<file path="src/rtl/reg_file_bypass_sb_if.sv">
// Decode/write-back bundle for reg_file_bypass_sb: read ports, immediate, commit, load issue.
// The pipeline side uses master; the register file uses slave.
interface reg_file_bypass_sb_if #(
    parameter int unsigned DATA_W = 32,
    parameter int unsigned ADDR_W = 5
);
    logic [ADDR_W-1:0] rs_addr;
    logic [ADDR_W-1:0] rt_addr;
    logic              use_rs;
    logic              use_rt;
    logic [DATA_W-1:0] rs_data;
    logic [DATA_W-1:0] rt_data;
    logic [15:0]       imm16;
    logic              imm_unsigned;
    logic [DATA_W-1:0] imm_ext;
    logic              we;
    logic [ADDR_W-1:0] wr_addr;
    logic [DATA_W-1:0] wr_data;
    logic [2:0]        load_mode;
    logic [1:0]        byte_off;
    logic              issue_valid;
    logic [ADDR_W-1:0] issue_addr;
    logic              rs_busy;
    logic              rt_busy;
    logic              stall;
    logic              wb_fault;

    modport master (
        output rs_addr, rt_addr, use_rs, use_rt, imm16, imm_unsigned,
               we, wr_addr, wr_data, load_mode, byte_off, issue_valid, issue_addr,
        input  rs_data, rt_data, imm_ext, rs_busy, rt_busy, stall, wb_fault
    );

    modport slave (
        input  rs_addr, rt_addr, use_rs, use_rt, imm16, imm_unsigned,
               we, wr_addr, wr_data, load_mode, byte_off, issue_valid, issue_addr,
        output rs_data, rt_data, imm_ext, rs_busy, rt_busy, stall, wb_fault
    );
endinterface

</file>
<file path="src/rtl/reg_file_bypass_sb.sv">
// ID-stage register file: load extraction on write-back, write-through bypass on both
// read ports, pending-load scoreboard driving the decode stall, immediate extension.
module reg_file_bypass_sb #(
    parameter int unsigned DATA_W   = 32,
    parameter int unsigned NREGS    = 32,
    parameter int unsigned ADDR_W   = 5,
    parameter bit          ZERO_REG = 1'b1
) (
    input logic                clk,
    input logic                rst_n,
    reg_file_bypass_sb_if.slave bus
);
    localparam logic [2:0] ModeWord  = 3'd0;
    localparam logic [2:0] ModeHalfU = 3'd1;
    localparam logic [2:0] ModeHalfS = 3'd2;
    localparam logic [2:0] ModeByteU = 3'd3;
    localparam logic [2:0] ModeByteS = 3'd4;

    logic [DATA_W-1:0] regs_q [NREGS];
    logic [DATA_W-1:0] regs_d [NREGS];
    logic [NREGS-1:0]  pending_q, pending_d;
    logic              wb_fault_q, wb_fault_d;

    logic [31:0]       word32;
    logic [15:0]       half_sel;
    logic [7:0]        byte_sel;
    logic [DATA_W-1:0] ext_val;
    logic              legal, misaligned, commit;

    function automatic logic in_range(input logic [ADDR_W-1:0] a);
        return 32'(a) < NREGS;
    endfunction

    function automatic logic is_zero(input logic [ADDR_W-1:0] a);
        return ZERO_REG && (a == '0);
    endfunction

    // Big-endian lane select on the low word
    always_comb begin
        word32   = bus.wr_data[31:0];
        half_sel = bus.byte_off[1] ? word32[15:0] : word32[31:16];
        unique case (bus.byte_off)
            2'd0:    byte_sel = word32[31:24];
            2'd1:    byte_sel = word32[23:16];
            2'd2:    byte_sel = word32[15:8];
            default: byte_sel = word32[7:0];
        endcase

        ext_val = bus.wr_data;
        legal   = 1'b1;
        case (bus.load_mode)
            ModeWord:  ext_val = bus.wr_data;
            ModeHalfU: ext_val = {{(DATA_W-16){1'b0}}, half_sel};
            ModeHalfS: ext_val = {{(DATA_W-16){half_sel[15]}}, half_sel};
            ModeByteU: ext_val = {{(DATA_W-8){1'b0}}, byte_sel};
            ModeByteS: ext_val = {{(DATA_W-8){byte_sel[7]}}, byte_sel};
            default:   legal   = 1'b0;
        endcase

        misaligned = ((bus.load_mode == ModeHalfU) || (bus.load_mode == ModeHalfS))
                     && bus.byte_off[0];
        commit     = rst_n && bus.we && legal && !misaligned
                     && in_range(bus.wr_addr) && !is_zero(bus.wr_addr);
        wb_fault_d = bus.we && (!legal || misaligned);
    end

    // Read ports with write-through bypass; busy drops when the commit is bypassed
    always_comb begin
        bus.rs_data = '0;
        bus.rt_data = '0;
        bus.rs_busy = 1'b0;
        bus.rt_busy = 1'b0;
        if (in_range(bus.rs_addr) && !is_zero(bus.rs_addr)) begin
            bus.rs_data = (commit && bus.wr_addr == bus.rs_addr) ? ext_val : regs_q[bus.rs_addr];
            bus.rs_busy = pending_q[bus.rs_addr] && !(commit && bus.wr_addr == bus.rs_addr);
        end
        if (in_range(bus.rt_addr) && !is_zero(bus.rt_addr)) begin
            bus.rt_data = (commit && bus.wr_addr == bus.rt_addr) ? ext_val : regs_q[bus.rt_addr];
            bus.rt_busy = pending_q[bus.rt_addr] && !(commit && bus.wr_addr == bus.rt_addr);
        end
        bus.stall = (bus.rs_busy && bus.use_rs) || (bus.rt_busy && bus.use_rt);
    end

    // A newly issued load outranks a same-cycle commit to the same register
    always_comb begin
        regs_d    = regs_q;
        pending_d = pending_q;
        for (int i = 0; i < int'(NREGS); i++) begin
            if (commit && bus.wr_addr == ADDR_W'(i)) begin
                regs_d[i]    = ext_val;
                pending_d[i] = 1'b0;
            end
            if (rst_n && bus.issue_valid && !is_zero(bus.issue_addr)
                && bus.issue_addr == ADDR_W'(i)) begin
                pending_d[i] = 1'b1;
            end
        end
    end

    always_ff @(posedge clk) begin
        if (!rst_n) begin
            for (int i = 0; i < int'(NREGS); i++) begin
                regs_q[i] <= '0;
            end
            pending_q  <= '0;
            wb_fault_q <= 1'b0;
        end else begin
            regs_q     <= regs_d;
            pending_q  <= pending_d;
            wb_fault_q <= wb_fault_d;
        end
    end

    assign bus.wb_fault = wb_fault_q;
    assign bus.imm_ext  = {{(DATA_W-16){bus.imm16[15] & ~bus.imm_unsigned}}, bus.imm16};

endmodule

</file>
<file path="src/flat_wrapper.sv">
// flat-port wrapper written by rule: the top's interface ports become plain ports
module reg_file_bypass_sb_flat 
#(
    parameter int unsigned DATA_W   = 32,
    parameter int unsigned NREGS    = 32,
    parameter int unsigned ADDR_W   = 5,
    parameter bit          ZERO_REG = 1'b1
)
  (clk, rst_n, bus_rs_addr, bus_rt_addr, bus_use_rs, bus_use_rt, bus_imm16, bus_imm_unsigned, bus_we, bus_wr_addr, bus_wr_data, bus_load_mode, bus_byte_off, bus_issue_valid, bus_issue_addr, bus_rs_data, bus_rt_data, bus_imm_ext, bus_rs_busy, bus_rt_busy, bus_stall, bus_wb_fault);
  reg_file_bypass_sb_if #(.DATA_W(DATA_W), .ADDR_W(ADDR_W)) bus_i ();
  input logic clk;
  input logic rst_n;
  input wire logic [$bits(bus_i.rs_addr)-1:0] bus_rs_addr;
  input wire logic [$bits(bus_i.rt_addr)-1:0] bus_rt_addr;
  input wire logic [$bits(bus_i.use_rs)-1:0] bus_use_rs;
  input wire logic [$bits(bus_i.use_rt)-1:0] bus_use_rt;
  input wire logic [$bits(bus_i.imm16)-1:0] bus_imm16;
  input wire logic [$bits(bus_i.imm_unsigned)-1:0] bus_imm_unsigned;
  input wire logic [$bits(bus_i.we)-1:0] bus_we;
  input wire logic [$bits(bus_i.wr_addr)-1:0] bus_wr_addr;
  input wire logic [$bits(bus_i.wr_data)-1:0] bus_wr_data;
  input wire logic [$bits(bus_i.load_mode)-1:0] bus_load_mode;
  input wire logic [$bits(bus_i.byte_off)-1:0] bus_byte_off;
  input wire logic [$bits(bus_i.issue_valid)-1:0] bus_issue_valid;
  input wire logic [$bits(bus_i.issue_addr)-1:0] bus_issue_addr;
  output wire logic [$bits(bus_i.rs_data)-1:0] bus_rs_data;
  output wire logic [$bits(bus_i.rt_data)-1:0] bus_rt_data;
  output wire logic [$bits(bus_i.imm_ext)-1:0] bus_imm_ext;
  output wire logic [$bits(bus_i.rs_busy)-1:0] bus_rs_busy;
  output wire logic [$bits(bus_i.rt_busy)-1:0] bus_rt_busy;
  output wire logic [$bits(bus_i.stall)-1:0] bus_stall;
  output wire logic [$bits(bus_i.wb_fault)-1:0] bus_wb_fault;
  assign bus_i.rs_addr = bus_rs_addr;
  assign bus_i.rt_addr = bus_rt_addr;
  assign bus_i.use_rs = bus_use_rs;
  assign bus_i.use_rt = bus_use_rt;
  assign bus_i.imm16 = bus_imm16;
  assign bus_i.imm_unsigned = bus_imm_unsigned;
  assign bus_i.we = bus_we;
  assign bus_i.wr_addr = bus_wr_addr;
  assign bus_i.wr_data = bus_wr_data;
  assign bus_i.load_mode = bus_load_mode;
  assign bus_i.byte_off = bus_byte_off;
  assign bus_i.issue_valid = bus_issue_valid;
  assign bus_i.issue_addr = bus_issue_addr;
  assign bus_rs_data = bus_i.rs_data;
  assign bus_rt_data = bus_i.rt_data;
  assign bus_imm_ext = bus_i.imm_ext;
  assign bus_rs_busy = bus_i.rs_busy;
  assign bus_rt_busy = bus_i.rt_busy;
  assign bus_stall = bus_i.stall;
  assign bus_wb_fault = bus_i.wb_fault;
  reg_file_bypass_sb #(.DATA_W(DATA_W), .NREGS(NREGS), .ADDR_W(ADDR_W), .ZERO_REG(ZERO_REG)) u_core (.clk(clk), .rst_n(rst_n), .bus(bus_i));
endmodule
</file>
<file path="config.mk">
export PLATFORM = sky130hd
export DESIGN_NAME = reg_file_bypass_sb_flat
export DESIGN_NICKNAME = d
export VERILOG_FILES = /design/src/rtl/reg_file_bypass_sb_if.sv /design/src/rtl/reg_file_bypass_sb.sv /design/src/flat_wrapper.sv
export SDC_FILE = /design/constraint.sdc
export NUM_CORES = 2
export LEC_CHECK = 0
export CAP_MARGIN = 20
export CORE_MARGIN = 4
export CORE_UTILIZATION = 42
export DETAILED_ROUTE_END_ITERATION = 10
export HOLD_SLACK_MARGIN = 0.12
export PLACE_DENSITY = 0.68
export SLEW_MARGIN = 20
export SYNTH_ARGS = -nofsm -noshare
export SYNTH_HDL_FRONTEND = slang
export SYNTH_SLANG_ARGS = --single-unit
</file>
<file path="constraint.sdc">
create_clock -name clk -period 4.2 [get_ports clk]
set_input_delay 0.84 -clock clk [delete_from_list [all_inputs] [get_ports clk]]
set_output_delay 0.84 -clock clk [all_outputs]
set_load 0.02 [all_outputs]
</file>
==> impl_metrics.env <==
export IMPL_h_tree_depth=3
export IMPL_core_area_um2=136000
export IMPL_synth_top_family_by_area="multiplexers"
export IMPL_drt_wl_total_mm=229
export IMPL_syn_nets=6234
export IMPL_final_antenna_net_count=0
export IMPL_wl_per_cell_um=27.7
export IMPL_grt_usage_pct=30.7
export IMPL_synth_top_cell_area_share_pct=36.6
export IMPL_total_leakage_power_uw=0.0272
export IMPL_yosysUniqueCellTypes=73
export IMPL_num_rows=135
export IMPL_finalHoldViolations=0
export IMPL_startpoint_type="primary input"
export IMPL_synthMuxAreaShare_pct=21.6
export IMPL_tightest_slew_ns=1.29
export IMPL_synth_area_per_cell_um2=9.41
export IMPL_dr_pass1_iters=9
export IMPL_highest_layer="met5"
export IMPL_layout_setup_ws_ns=-0.0991
export IMPL_grt_start_max_net_pins=255
export IMPL_async_flop_share_pct=0
export IMPL_status="complete, but fails checks"
export IMPL_endpoint_kind="primary output"
export IMPL_clk_latency_ns=0.73
export IMPL_finalSetupTns_ns=-0.158
export IMPL_ys_ff_latch=1057
export IMPL_drc=0
export IMPL_layout_nets=6465
export IMPL_ys_flop_type="dfxtp_1"
export IMPL_cp_max_fo=10
export IMPL_grt_pass1_vias=50000
export IMPL_cts_root_buf="clkbuf_16"
export IMPL_area_growth_pct=19.8
export IMPL_drive_above_1_share_pct=22.8
export IMPL_min_path_type="reg2reg"
export IMPL_synth_cells=6154
export IMPL_drv_cap=0
export IMPL_synth_edff_count=0
export IMPL_drv_slew=0
export IMPL_path_class="in2out"
export IMPL_wl_met3_mm=28.2
export IMPL_via_per_inst=6.36
export IMPL_cts_tree="yes"
export IMPL_clock_sinks=1057
export IMPL_ys_top_cells_by_area="dfxtp_1, mux4_2, nand2_1, a21boi_0, mux2i_1"
export IMPL_synth_compound_area_share_pct=19.8
export IMPL_io_pins=180
export IMPL_setup_viol=3
export IMPL_synth_adder_area_share_pct=0
export IMPL_netlist_top_cell_by_area="dfxtp_1"
export IMPL_synth_most_common_cell="nand2_1"
export IMPL_netlist_area_um2=57900
export IMPL_initial_core_util_pct=42.5
export IMPL_wl_met2_mm=98.2
export IMPL_synth_common_cells="nand2_1, dfxtp_1, a21boi_0, mux4_2, clkbuf_1"
export IMPL_powerDensity_nw_per_um2=339
export IMPL_vdd_drop_max_v=0.000320
export IMPL_fin_area_um2=69400
export IMPL_clk_path_buf_depth=3
export IMPL_ys_seq_area_share_pct=36.6
export IMPL_antenna_found_initial=14
export IMPL_worstPathRequired_ns=3.36
export IMPL_die_width_um=379
export IMPL_hold_slack_ns=0.464
export IMPL_met1_length_mm=83.9
export IMPL_crit_arrival_ns=3.46
export IMPL_rsz0062_at_grt="yes"
export IMPL_dp_hpwl_mm=149
export IMPL_synth_xor_area_share_pct=0.166
export IMPL_dieArea_um2=144000
export IMPL_fin_crit_sh_pct=102
export IMPL_overflow=0
export IMPL_numCtsBuffers=110
export IMPL_failed_checks="negative setup slack"
export IMPL_hold_buffers=0
export IMPL_drtIter0Drc=6895
export IMPL_power_total_uw=23500
export IMPL_vias=52600
export IMPL_port_buffers=149
export IMPL_clock_skew_ns=0
export IMPL_fillers=12100
export IMPL_max_slew_margin_pct=13.7
export IMPL_fmax_ghz=0.233
export IMPL_fin_crit_ns=4.30
export IMPL_yosys_area_share_simple_pct=15.9
export IMPL_cts_reportedPaths_clkPinSlew_ns=0.06
export IMPL_fp_dieH_um=379
export IMPL_finalWeightedCongestion=0.946
export IMPL_synth_warnings=0
export IMPL_grt_pass1_wl_mm=330
export IMPL_place_area_um2=64400
## critical path, stage by stage
cell and delay, ns:
clkdlybuf4s50_1 0.46, nand2_1 0.22, a21o_4 0.29, or3_4 0.42, or2_4 0.35, o21ai_0 0.19, clkdlybuf4s50_1 0.65
## metal layers
metal	GRT usage (%)	vias to the layer above
li1	-	22600
met1	38.4	25600
met2	46.0	3449
met3	8.75	966
met4	20.9	16
met5	0	-
## worst paths after layout
kind                      start                 end  slack (ns)  depth (start not counted)
max                      bus_we     bus_rt_data[21]        -0.1                          7
min          u_core.regs_q[218]  u_core.regs_q[218]        0.46                          2
max reg2reg  u_core.regs_q[714]  u_core.regs_q[714]        3.40                          3
min reg2reg  u_core.regs_q[218]  u_core.regs_q[218]        0.46                          2
## cells in the final DEF (no fill, tap or decap), types with 32 or more instances in the layout
cell type        instances
a21boi_0               469
buf_4                  557
a22o_1                  32
nor2b_1                 41
and2_1                 285
nor2_1                  48
dlygate4sd2_1           32
nand3_1                 63
clkdlybuf4s50_1         66
dfxtp_1               1057
mux4_2                 439
clkbuf_16              114
clkbuf_8                33
a22oi_1                129
mux2i_1                255
o211a_1                217
a21boi_1                59
o21ai_0                310
a221oi_1                69
nand2_1               1558
buf_12                  95
## power by group
part | switching, uW | internal [uW]
logic | 1850 | 1180
clock network | 4340 | 6080
registers | 23.9 | 10100
## state kept, by name, indices dropped and copies added (netlist names)
| signal | count |
|---|---|
| u_core.bus.wb_fault | 1 |
| u_core.pending_q | 32 |
| u_core.regs_q | 1024 |
## layout make-up
class                      count  area [um^2]  area share (%)
inverter                      12         50.0          0.0722
tap                         1781         2230            3.21
clock buffer                 166         3340            4.81
multi-input combinational   4393        34100            49.2
timing repair buffer         811         7930            11.4
clock inverter                39          485           0.700
antenna                        6         15.0          0.0216
sequential                  1057        21200            30.5
## metrics by stage
| step | worst slack [ns] | instances | utilization [%] |
|---|---|---|---|
| finish | -0.0991 | 8265 | 50.9 |
| global route | -0.160 | 8261 | 50.9 |
| CTS | -0.254 | 8230 | 50.5 |
| detailed placement | -0.834 | 8002 | 47.3 |
| global placement | -0.825 | 8002 | 47.3 |
| floorplan | 0.455 | 6154 | - |
## what timing repair did
action | in CTS | in global routing
cloned | 3 | 2
pin swaps | 10 | 6
buffers inserted | 20 | 27
setup endpoints to repair | 67 | 56
resized for setup | 115 | 73
## logic make-up after synthesis
logic type | count (synthesis)
mux | 699
simple gates | 2146
compound gates | 1537
buf+inv | 704
flops | 1057
xor+xnor | 11
Power figures use the tool's default switching activity.
